File: config.mk
export PLATFORM = sky130hd
export DESIGN_NAME = fadd_share_arbiter
export DESIGN_NICKNAME = d
export VERILOG_FILES = /design/src/rtl/fixed_pkg.sv /design/src/rtl/fixed_adder.sv /design/src/rtl/rr_arbiter.sv /design/src/rtl/fadd_share_arbiter.sv
export SDC_FILE = /design/constraint.sdc
export NUM_CORES = 1
export LEC_CHECK = 0
export ABC_AREA = 1
export CAP_MARGIN = 20
export CORE_AREA = 2 2 115 117
export DETAILED_ROUTE_END_ITERATION = 10
export DIE_AREA = 0 0 117 119
export PLACE_DENSITY = 0.71
export SYNTH_ARGS = -nofsm -noshare
export SYNTH_HDL_FRONTEND = slang
export SYNTH_SLANG_ARGS = --single-unit
File: constraint.sdc
create_clock -name clk -period 5.71 [get_ports clk]
set_input_delay 1.142 -clock clk [delete_from_list [all_inputs] [get_ports clk]]
set_output_delay 1.142 -clock clk [all_outputs]
set_load 0.005 [all_outputs]
File: src/rtl/fixed_pkg.sv
// Shared 17-bit sign-magnitude fixed-point definitions (Q8.8 magnitude, sign in bit 16).
package fixed_pkg;
   localparam int FX_W    = 17;
   localparam int FX_FRAC = 8;
   localparam int FX_SIGN = 16;

   localparam logic [FX_W-1:0] FX_ZERO = 17'h00000;
   localparam logic [FX_W-1:0] FX_ONE  = 17'h00100;

   function automatic logic [FX_W-1:0] fx_neg(input logic [FX_W-1:0] x);
      logic [FX_W-1:0] r;
      r = x;
      r[FX_SIGN] = ~x[FX_SIGN];
      return r;
   endfunction
endpackage

File: src/rtl/fixed_adder.sv
// Sign-magnitude fixed-point adder/subtractor with a registered, unreset result; magnitude saturates.
module fixed_adder
   import fixed_pkg::*;
(
   input  logic            clk,
   input  logic [FX_W-1:0] a,
   input  logic [FX_W-1:0] b,
   input  logic            sub,
   output logic [FX_W-1:0] sum
);
   logic [FX_W-1:0]    b_eff;
   logic [FX_SIGN-1:0] mag_a;
   logic [FX_SIGN-1:0] mag_b;
   logic [FX_SIGN:0]   mag_wide;
   logic [FX_SIGN-1:0] mag_res;
   logic               sign_res;
   logic [FX_W-1:0]    sum_next;
   logic [FX_W-1:0]    sum_reg;

   always_comb begin
      b_eff    = sub ? fx_neg(b) : b;
      mag_a    = a[FX_SIGN-1:0];
      mag_b    = b_eff[FX_SIGN-1:0];
      mag_wide = {1'b0, mag_a} + {1'b0, mag_b};
      mag_res  = '0;
      sign_res = 1'b0;
      if (a[FX_SIGN] == b_eff[FX_SIGN]) begin
         mag_res  = mag_wide[FX_SIGN] ? '1 : mag_wide[FX_SIGN-1:0];
         sign_res = a[FX_SIGN];
      end else if (mag_a >= mag_b) begin
         mag_res  = mag_a - mag_b;
         sign_res = a[FX_SIGN];
      end else begin
         mag_res  = mag_b - mag_a;
         sign_res = b_eff[FX_SIGN];
      end
      // Canonical zero is positive so equal-magnitude cancellations compare cleanly.
      if (mag_res == '0) begin
         sign_res = 1'b0;
      end
      sum_next = {sign_res, mag_res};
   end

   always_ff @(posedge clk) begin
      sum_reg <= sum_next;
   end

   assign sum = sum_reg;
endmodule

File: src/rtl/rr_arbiter.sv
// Round-robin arbiter: combinational search from ptr_reg, pointer advances past each winner.
module rr_arbiter #(
   parameter int N_REQ = 4,
   parameter int ID_W  = 2
) (
   input  logic             clk,
   input  logic             rst_n,
   input  logic             en,
   input  logic [N_REQ-1:0] req,
   output logic [N_REQ-1:0] grant,
   output logic [ID_W-1:0]  win,
   output logic             any_grant
);
   logic [ID_W-1:0] ptr_reg;
   logic [ID_W-1:0] ptr_next;
   logic [ID_W:0]   cand_sum [N_REQ];
   logic [ID_W-1:0] cand_idx [N_REQ];
   logic            found;
   logic [ID_W-1:0] win_next;

   // Candidate index for each search offset, wrapped modulo N_REQ (N_REQ need not be a power of two).
   for (genvar gi = 0; gi < N_REQ; gi++) begin : g_cand
      assign cand_sum[gi] = {1'b0, ptr_reg} + (ID_W+1)'(gi);
      assign cand_idx[gi] = (cand_sum[gi] >= (ID_W+1)'(N_REQ))
                          ? ID_W'(cand_sum[gi] - (ID_W+1)'(N_REQ))
                          : cand_sum[gi][ID_W-1:0];
   end

   // Walk offsets from farthest to nearest so the nearest set request is the last assignment.
   always_comb begin
      found    = 1'b0;
      win_next = '0;
      for (int k = N_REQ - 1; k >= 0; k--) begin
         if (req[cand_idx[k]]) begin
            found    = 1'b1;
            win_next = cand_idx[k];
         end
      end
   end

   assign win       = win_next;
   assign any_grant = found & en & rst_n;

   for (genvar gi = 0; gi < N_REQ; gi++) begin : g_grant
      assign grant[gi] = any_grant && (win_next == ID_W'(gi));
   end

   assign ptr_next = (win_next == ID_W'(N_REQ - 1)) ? '0 : win_next + ID_W'(1);

   always_ff @(posedge clk or negedge rst_n) begin
      if (!rst_n) begin
         ptr_reg <= '0;
      end else if (any_grant) begin
         ptr_reg <= ptr_next;
      end
   end
endmodule

File: src/rtl/fadd_share_arbiter.sv
// Round-robin sharing of one fixed_adder among N_REQ requesters, 1-cycle result latency.
// Optional statistics counters are built when FADD_ARB_STATS_EN is defined.
module fadd_share_arbiter
   import fixed_pkg::*;
#(
   parameter int N_REQ = 4,
   parameter int W     = FX_W,
   parameter int ID_W  = 2
) (
   input  logic               clk,
   input  logic               rst_n,
   input  logic               en,
   input  logic [N_REQ-1:0]   req_valid,
   output logic [N_REQ-1:0]   req_ready,
   input  logic [N_REQ*W-1:0] req_a,
   input  logic [N_REQ*W-1:0] req_b,
   input  logic [N_REQ-1:0]   req_sub,
   output logic [N_REQ-1:0]   resp_valid,
   output logic [W-1:0]       resp_sum,
   output logic [ID_W-1:0]    resp_id
`ifdef FADD_ARB_STATS_EN
   ,
   output logic [N_REQ*16-1:0] stat_grant_cnt,
   output logic [15:0]         stat_stall_cnt
`endif
);
   logic [N_REQ-1:0] grant;
   logic [ID_W-1:0]  win;
   logic             any_grant;
   logic [W-1:0]     add_a;
   logic [W-1:0]     add_b;
   logic             add_sub;
   logic [W-1:0]     add_sum;
   logic [N_REQ-1:0] resp_valid_reg;
   logic [ID_W-1:0]  resp_id_reg;

   rr_arbiter #(
      .N_REQ (N_REQ),
      .ID_W  (ID_W)
   ) u_arb (
      .clk       (clk),
      .rst_n     (rst_n),
      .en        (en),
      .req       (req_valid),
      .grant     (grant),
      .win       (win),
      .any_grant (any_grant)
   );

   assign req_ready = grant;

   // Idle cycles feed zeros so the adder's discarded output stays quiet.
   always_comb begin
      add_a   = FX_ZERO;
      add_b   = FX_ZERO;
      add_sub = 1'b0;
      if (any_grant) begin
         add_a   = req_a[win*W +: W];
         add_b   = req_b[win*W +: W];
         add_sub = req_sub[win];
      end
   end

   fixed_adder u_add (
      .clk (clk),
      .a   (add_a),
      .b   (add_b),
      .sub (add_sub),
      .sum (add_sum)
   );

   always_ff @(posedge clk or negedge rst_n) begin
      if (!rst_n) begin
         resp_valid_reg <= '0;
         resp_id_reg    <= '0;
      end else begin
         resp_valid_reg <= grant;
         if (any_grant) begin
            resp_id_reg <= win;
         end
      end
   end

   assign resp_valid = resp_valid_reg;
   assign resp_id    = resp_id_reg;
   assign resp_sum   = add_sum;

`ifdef FADD_ARB_STATS_EN
   logic [15:0] stall_cnt_reg;

   for (genvar gi = 0; gi < N_REQ; gi++) begin : g_stat
      logic [15:0] grant_cnt_reg;
      always_ff @(posedge clk or negedge rst_n) begin
         if (!rst_n) begin
            grant_cnt_reg <= '0;
         end else if (grant[gi] && grant_cnt_reg != 16'hFFFF) begin
            grant_cnt_reg <= grant_cnt_reg + 16'd1;
         end
      end
      assign stat_grant_cnt[gi*16 +: 16] = grant_cnt_reg;
   end

   always_ff @(posedge clk or negedge rst_n) begin
      if (!rst_n) begin
         stall_cnt_reg <= '0;
      end else if ((|(req_valid & ~req_ready)) && stall_cnt_reg != 16'hFFFF) begin
         stall_cnt_reg <= stall_cnt_reg + 16'd1;
      end
   end

   assign stat_stall_cnt = stall_cnt_reg;
`endif
endmodule

==> impl_metrics.tcl <==
set metrics [dict create \
    status "completed" \
    antenna_found_initial 0 \
    cap_violations 0 \
    cp-start-kind "primary input" \
    cp_data_required_time_ps 5890 \
    final-hold-violation-count 0 \
    core_um2 12900 \
    ys_types 41 \
    path_class "primary input to flop" \
    synth_compound_area_share_pct 29.4 \
    clock-sinks 25 \
    syn_area_um2 5000 \
    final_layout_size_suffix_gt1_share_pct 8.60 \
    crit_top_cell "nand2_1" \
    cts-root-buf "clkbuf_16" \
    hp-class "flop to flop" \
    yosys_warnings 0 \
    detail_route.wl_per_cell_um 15.1 \
    clk_pin_slew_ps 70 \
    cts_max_path_buffers 2 \
    fin_crit_sh_pct 93.3 \
    finalSetupViolCount 0 \
    diodes 0 \
    place_hpwl_um 15000 \
    place_inst 1190 \
    synth_top_family_by_area "compound AO/OA/AOI/OAI gates" \
    cts.hold.buffers_added 0 \
    clk_latency_ps 260 \
    cp_data_arrival_time_ps 5510 \
    synthMuxAreaShare_pct 0 \
    grt_max_degree 47 \
    cp-end-kind "flop" \
    crit_path_top_delay_cell "clkdlybuf4s50_1" \
    port_buffers 173 \
    wl_met2_um 8570 \
    htree_levels 1 \
    vias_per_cell 5.14 \
    hold_slack_ps 505 \
    first_iter_violations 379 \
    cts-buffers-inserted 3 \
    largest_register_ffs 17 \
    fmax_ghz 0.188 \
    syn_to_final_growth_pct 46.1 \
    grt_pass1_vias 5887 \
    slowest_delay_ps 420 \
    relSlewSlack_pct 69.9 \
    yosys.area_share.adder_pct 14.0 \
    maxSlewViolCount 0 \
    syn-num-nets 1048 \
    tightestPinTransition_ps 450 \
    finClkSkew_ps 13.1 \
    wl_met1_um 7990 \
    globalRouteTotalUtil_pct 25.9 \
    dieArea_um2 13900 \
    synth-seq-cells 25 \
    finalNonFillerCells 1199 \
    antenna_left 0 \
    drt_wl_total_um 18100 \
    drc 0 \
    postSynthCellCount 847 \
    most-common-layout-cells "196 x nand2_1, 173 x clkdlybuf4s50_1, 101 x inv_1" \
    min_period_ps 5330 \
    routed.top_layer "met4" \
    synth-xor-area-share_pct 4.55 \
    fp.dieW_um 117 \
    initial_utilization_pct 38.9 \
    grt_pass1_wl_um 29200 \
    cts_tree "built" \
    die_h_um 119 \
    rows 42 \
    layout_commonest_cell "nand2_1" \
    nets 1225 \
    synthSimpleGateAreaFrac_pct 29.3 \
    io_pins 174 \
    syn_avg_cell_area_um2 5.91 \
    grt-ovfl-total 0 \
    place_congestion 0.978 \
    ys_seq_area_share_pct 10.8 \
    vias 6168 \
    drt_pass1_iterations 5 \
    wl_met3_um 1360 \
    critPathMaxFanout 15 \
]
## through the flow
stage	setup WS, ps	TNS (ps)	area [um^2]	util (%)
floorplan	848	0	5000	-
global placement	54.2	0	7100	55.2
detailed placement	-15.1	-15.1	7100	55.2
CTS	245	0	7180	55.8
global route	-26.6	-26.6	7310	56.8
finish	384	0	7310	56.8
## cells in the mapped netlist
library cell / n / area share [%]
nand2_1: 198 / 15
inv_1: 101 / 7.6
o21ai_0: 93 / 9.3
a21oi_1: 76 / 7.6
o21bai_1: 66 / 9.9
nor2_1: 59 / 4.4
nand3_1: 52 / 5.2
ha_1: 51 / 13
xor2_1: 21 / 3.7
buf_2: 19 / 1.9
clkbuf_1: 18 / 1.4
dfxtp_1: 17 / 6.8
dfrtp_1: 8 / 4.0
nand4_1: 6 / 0.75
nor3_1: 6 / 0.60
buf_1: 5 / 0.38
xnor2_1: 5 / 0.88
a21o_1: 4 / 0.60
nand2_2: 4 / 0.50
nand3_2: 4 / 0.80
or2_2: 4 / 0.50
fa_1: 3 / 1.2
inv_2: 3 / 0.23
buf_6: 2 / 0.45
nand2_4: 2 / 0.45
nor2_2: 2 / 0.25
nor4_1: 2 / 0.25
o211ai_1: 2 / 0.30
o21ai_1: 2 / 0.20
a211oi_1: 1 / 0.15
a21boi_0: 1 / 0.15
a31o_2: 1 / 0.18
a31oi_1: 1 / 0.13
and2_0: 1 / 0.13
inv_4: 1 / 0.13
nor2_4: 1 / 0.23
nor2_8: 1 / 0.40
o211a_1: 1 / 0.20
o21a_1: 1 / 0.15
o21ai_2: 1 / 0.18
o21ai_4: 1 / 0.33
## cells by family (layout without fill, tap and decap cells)
logic type      after synthesis  count (layout)
xor+xnor                     26              26
simple gates                342             343
flops                        25              25
fa+ha+maj                    54              54
compound gates              251             251
buf+inv                     149             324
## layout make-up
class,count,area (um^2)
Fill cell,1277,5570
Multi-Input combinational cell,674,3950
Timing Repair Buffer,215,2130
Sequential cell,25,541
Inverter,105,397
Tap cell,176,220
Clock buffer,4,78.8
## worst max-delay path, delay by kind of cell
kind | cells | cell delay [ps]
buffers and inverters | 5 | 880
adders and majority gates | 1 | 320
and+or+nand+nor | 14 | 1760
AOI/OAI and AO/OA | 7 | 1380
## worst paths after layout
check	from	endpoint	slack, ps	cells past startpoint
setup / recovery	req_valid[3]	u_add.sum[16]$_SDFF_PN0_	380	27
hold / removal	resp_id[1]$_DFFE_PN0P_	resp_id[1]$_DFFE_PN0P_	510	2
setup reg to reg	u_arb.ptr_reg[0]$_DFFE_PN0P_	u_add.sum[16]$_SDFF_PN0_	1100	27
hold reg to reg	resp_id[1]$_DFFE_PN0P_	resp_id[1]$_DFFE_PN0P_	510	2
max in group asynchronous	rst_n	u_arb.ptr_reg[1]$_DFFE_PN0P_	4420	2
min in group asynchronous	rst_n	resp_valid[1]$_DFF_PN0_	1160	2
## repair_timing
item,in CTS,in global routing
resized for setup,0,20
setup endpoints to repair,0,1
buffers inserted,0,3
## routing by layer
metal / global-route usage, % / vias to the layer above
met3: 3.46 / 15
li1: - / 3115
met5: 0 / -
met2: 43.2 / 276
met1: 36.3 / 2762
met4: 3.75 / 0
Power is not shown: default switching activity piles up to over one toggle a cycle in this logic, so the estimate is an artifact.
==> RTL change, RTL diff (config.mk and constraints unchanged) <==
`ID_W` is set to 2 in 2 places; all go to 4.
--- a/src/rtl/rr_arbiter.sv
+++ b/src/rtl/rr_arbiter.sv
@@ -1,7 +1,7 @@
 // Round-robin arbiter: combinational search from ptr_reg, pointer advances past each winner.
 module rr_arbiter #(
    parameter int N_REQ = 4,
-   parameter int ID_W  = 2
+   parameter int ID_W  = 4
 ) (
    input  logic             clk,
    input  logic             rst_n,
--- a/src/rtl/fadd_share_arbiter.sv
+++ b/src/rtl/fadd_share_arbiter.sv
@@ -5,7 +5,7 @@
 #(
    parameter int N_REQ = 4,
    parameter int W     = FX_W,
-   parameter int ID_W  = 2
+   parameter int ID_W  = 4
 ) (
    input  logic               clk,
    input  logic               rst_n,
Interface: changed (resized resp_id); port bits go from 174 to 176. The function was not compared with the original's and may differ.
==> RTL change against the original RTL <==
- wire length is 10% higher
- design area is 7.4% higher
- synthesized cell count is 13% higher
- final cell count up 11%
- sequential cell count is 4 higher
- sequential share of layout area up 0.78 points
- area after synthesis increased by 9.8%
- worst hold slack lost 0.024 ns
- global-route usage grew 2.7 points
- maximum frequency decreased by 0.77%
- first-iteration DRC count rose by 17%
- worst setup slack worse by 0.041 ns
- largest cell class unchanged
- highest routed layer unchanged
Power is not shown: default switching activity piles up to over one toggle a cycle in this logic, so the estimate is an artifact.
==> RTL change: results (changes against the original RTL) <==
Run status
  • Status: finished, final reports clean

Critical path
  • RR Startpoint: u_arb.ptr_reg[1]
  • Crit-path slowest cell: clkdlybuf4s50_1
  • Crit path largest cell delay: 0.52 ns (+0.10 ns)
  • CP max FO: 39 (+24)
  • Worst Reg-to-Reg Cells: 36 (+33%)
  • R2R setup slack: 0.57 ns (-0.53 ns)
  • RR Endpoint: u_add.sum[16]
  • Cell class contributing the biggest share of worst-path delay: simple AND/OR/NAND/NOR gates
  • CP arrival: 5.52 ns (about the same)

Logic synthesis
  • Leading cell types by count after synthesis: 215 x nand2_1, 136 x nor2_1, 117 x o21ai_0
  • Seq/Total Area, Yosys: 11.67% (+0.86 points)
  • Async set-or-reset flop fraction in the synthesized netlist: 41.38% (+9.4 points)
  • Compound-gate portion of the synthesized area: 22.35% (-7.0 points)
  • Synth top area cells: nand2_1 15%, ha_1 14%, o21ai_0 11%
  • Post-synthesis adder-cell area fraction: 14.99% (+1.0 points)
  • Mux cell area share after synthesis: 0.1823% (+0.18 points)
  • Yosys cell types: 44 (+7.3%)
  • Post-synth top flop: dfxtp_1
  • Post-Synth XOR/XNOR Area: 3.190% (-1.4 points)
  • Syn. warnings: 0 (unchanged)
  • Synthesized netlist net count: 1169 (+12%)

Final layout
  • Share of cells above drive strength 1: 8.268% (-0.33 points)
  • Fill cells: 1307 (+2.3%)
  • Ant diodes: 0 (unchanged)
  • Fin nets: 1359 (+11%)
  • Max reg flops: 17 (unchanged)

STA
  • Layout Skew: 0.003969 ns (-0.009178 ns)
  • Final Max Tran Viols: 0 (unchanged)
  • Worst-Margin Slew: 0.5227 ns (+0.07295 ns)
  • Fin. Hold Viols: 0 (unchanged)

Hold path
  • Hold Path Stages: 2 (unchanged)
  • Worst hold path type: reg2reg
  • Hold_sp: resp_id[0]
  • Worst Hold End: resp_id[0]

CTS
  • Clk pin slew, worst setup/hold paths: 0.05 ns (-0.02 ns)
  • Total CTS buffers: 5 (+2)
  • Clock Tree Buf Depth: 2 (unchanged)
  • Post-CTS sizing: 0 (unchanged)
  • Clk_lat worst skew: between 0.2 and 0.3 ns
  • Post-CTS setup buffer count: 0 (unchanged)
  • H-tree Lvls: 2 (+1)
  • Root buffer cell: clkbuf_16

Global route
  • Vias in the first global route: 6828 (+16%)
  • Antenna violations before repair: 0 (unchanged)
  • Global-route usage over all layers: 28.61% (+2.7 points)
  • First-pass GRT wire length: 32.02 mm (+9.8%)
  • Pin count of the biggest net entering global routing: 51 (+8.5%)

Drt
  • Post-route ant nets: 0 (unchanged)
  • Average wire per standard cell: 15.03 µm (-0.42%)
  • Pre-antenna DRT Iters: 7 (+2)
  • Initial drt markers: 445 (+17%)
  • Vias per std cell: 5.207 (+1.2%)

Placement
  • Port-buffer cells: 175 (+1.2%)
  • RePlAce Congestion: 0.9767 (-0.17%)
  • HPWL after detailed placement: 16.92 mm (+13%)
-- RTL change: worst reg2reg max path, delay by kind of cell, from the launching register on --
kind | cells | cell delay, ns
simple gates | 22 | 2.01
flops | 1 | 0.48
fa+ha+maj | 3 | 0.74
buf+inv | 8 | 1.20
compound gates | 3 | 0.62
-- RTL change: through the flow --
step	cells	worst slack (ns)	util, %	hold slack (ns)	cell area, µm²
finish	1325	0.3424	60.97	0.4813	7850
global route	1325	0.003801	60.97	0.5202	7850
CTS	1325	0.3157	60.91	0.4895	7843
detailed placement	1317	0.04271	59.81	0.4746	7700
global placement	1317	0.09660	59.81	0.4696	7700
floorplan	958	0.8674	-	0.4763	5492
-- RTL change: cell families (layout without fill, tap and decap cells) --
kind of cell    count (synthesis)  in the layout
fa+ha+maj                      64             64
flops                          29             29
compound gates                225            225
simple gates                  458            458
xor+xnor                       20             20
mux                             1              1
buf+inv                       161            352
-- RTL change: worst max-delay path by stage --
stage            startpoint             to  slack [ns]
2_1_floorplan  req_valid[1]  u_add.sum[16]        0.87
3_3_place_gp   req_valid[1]  u_add.sum[16]         0.1
3_5_place_dp   req_valid[3]  u_add.sum[16]        0.04
4_1_cts        req_valid[3]  u_add.sum[16]        0.32
5_1_grt        req_valid[0]  u_add.sum[16]       0.004
6_report       req_valid[3]  u_add.sum[16]        0.34
-- RTL change: layer usage --
metal / wire length (µm) / vias up / global-route usage, % / part of all wire, %
met5: 0 / - / 0 / 0
li1: - / 3501 / - / -
met2: 9847 / 248 / 51.95 / 49
met1: 8237 / 3103 / 33.08 / 41
met3: 1122 / 47 / 5.344 / 5.6
met4: 703 / 0 / 9.559 / 3.5
-- RTL change: layout make-up --
type,count,area [µm²],area share [%]
clock buffer,5,125.1,1.594
clock inverter,3,17.52,0.2231
inverter,117,439.2,5.595
multi-input combinational,768,4227,53.84
sequential,29,641.9,8.177
tap,176,220.2,2.805
timing repair buffer,227,2180,27.77
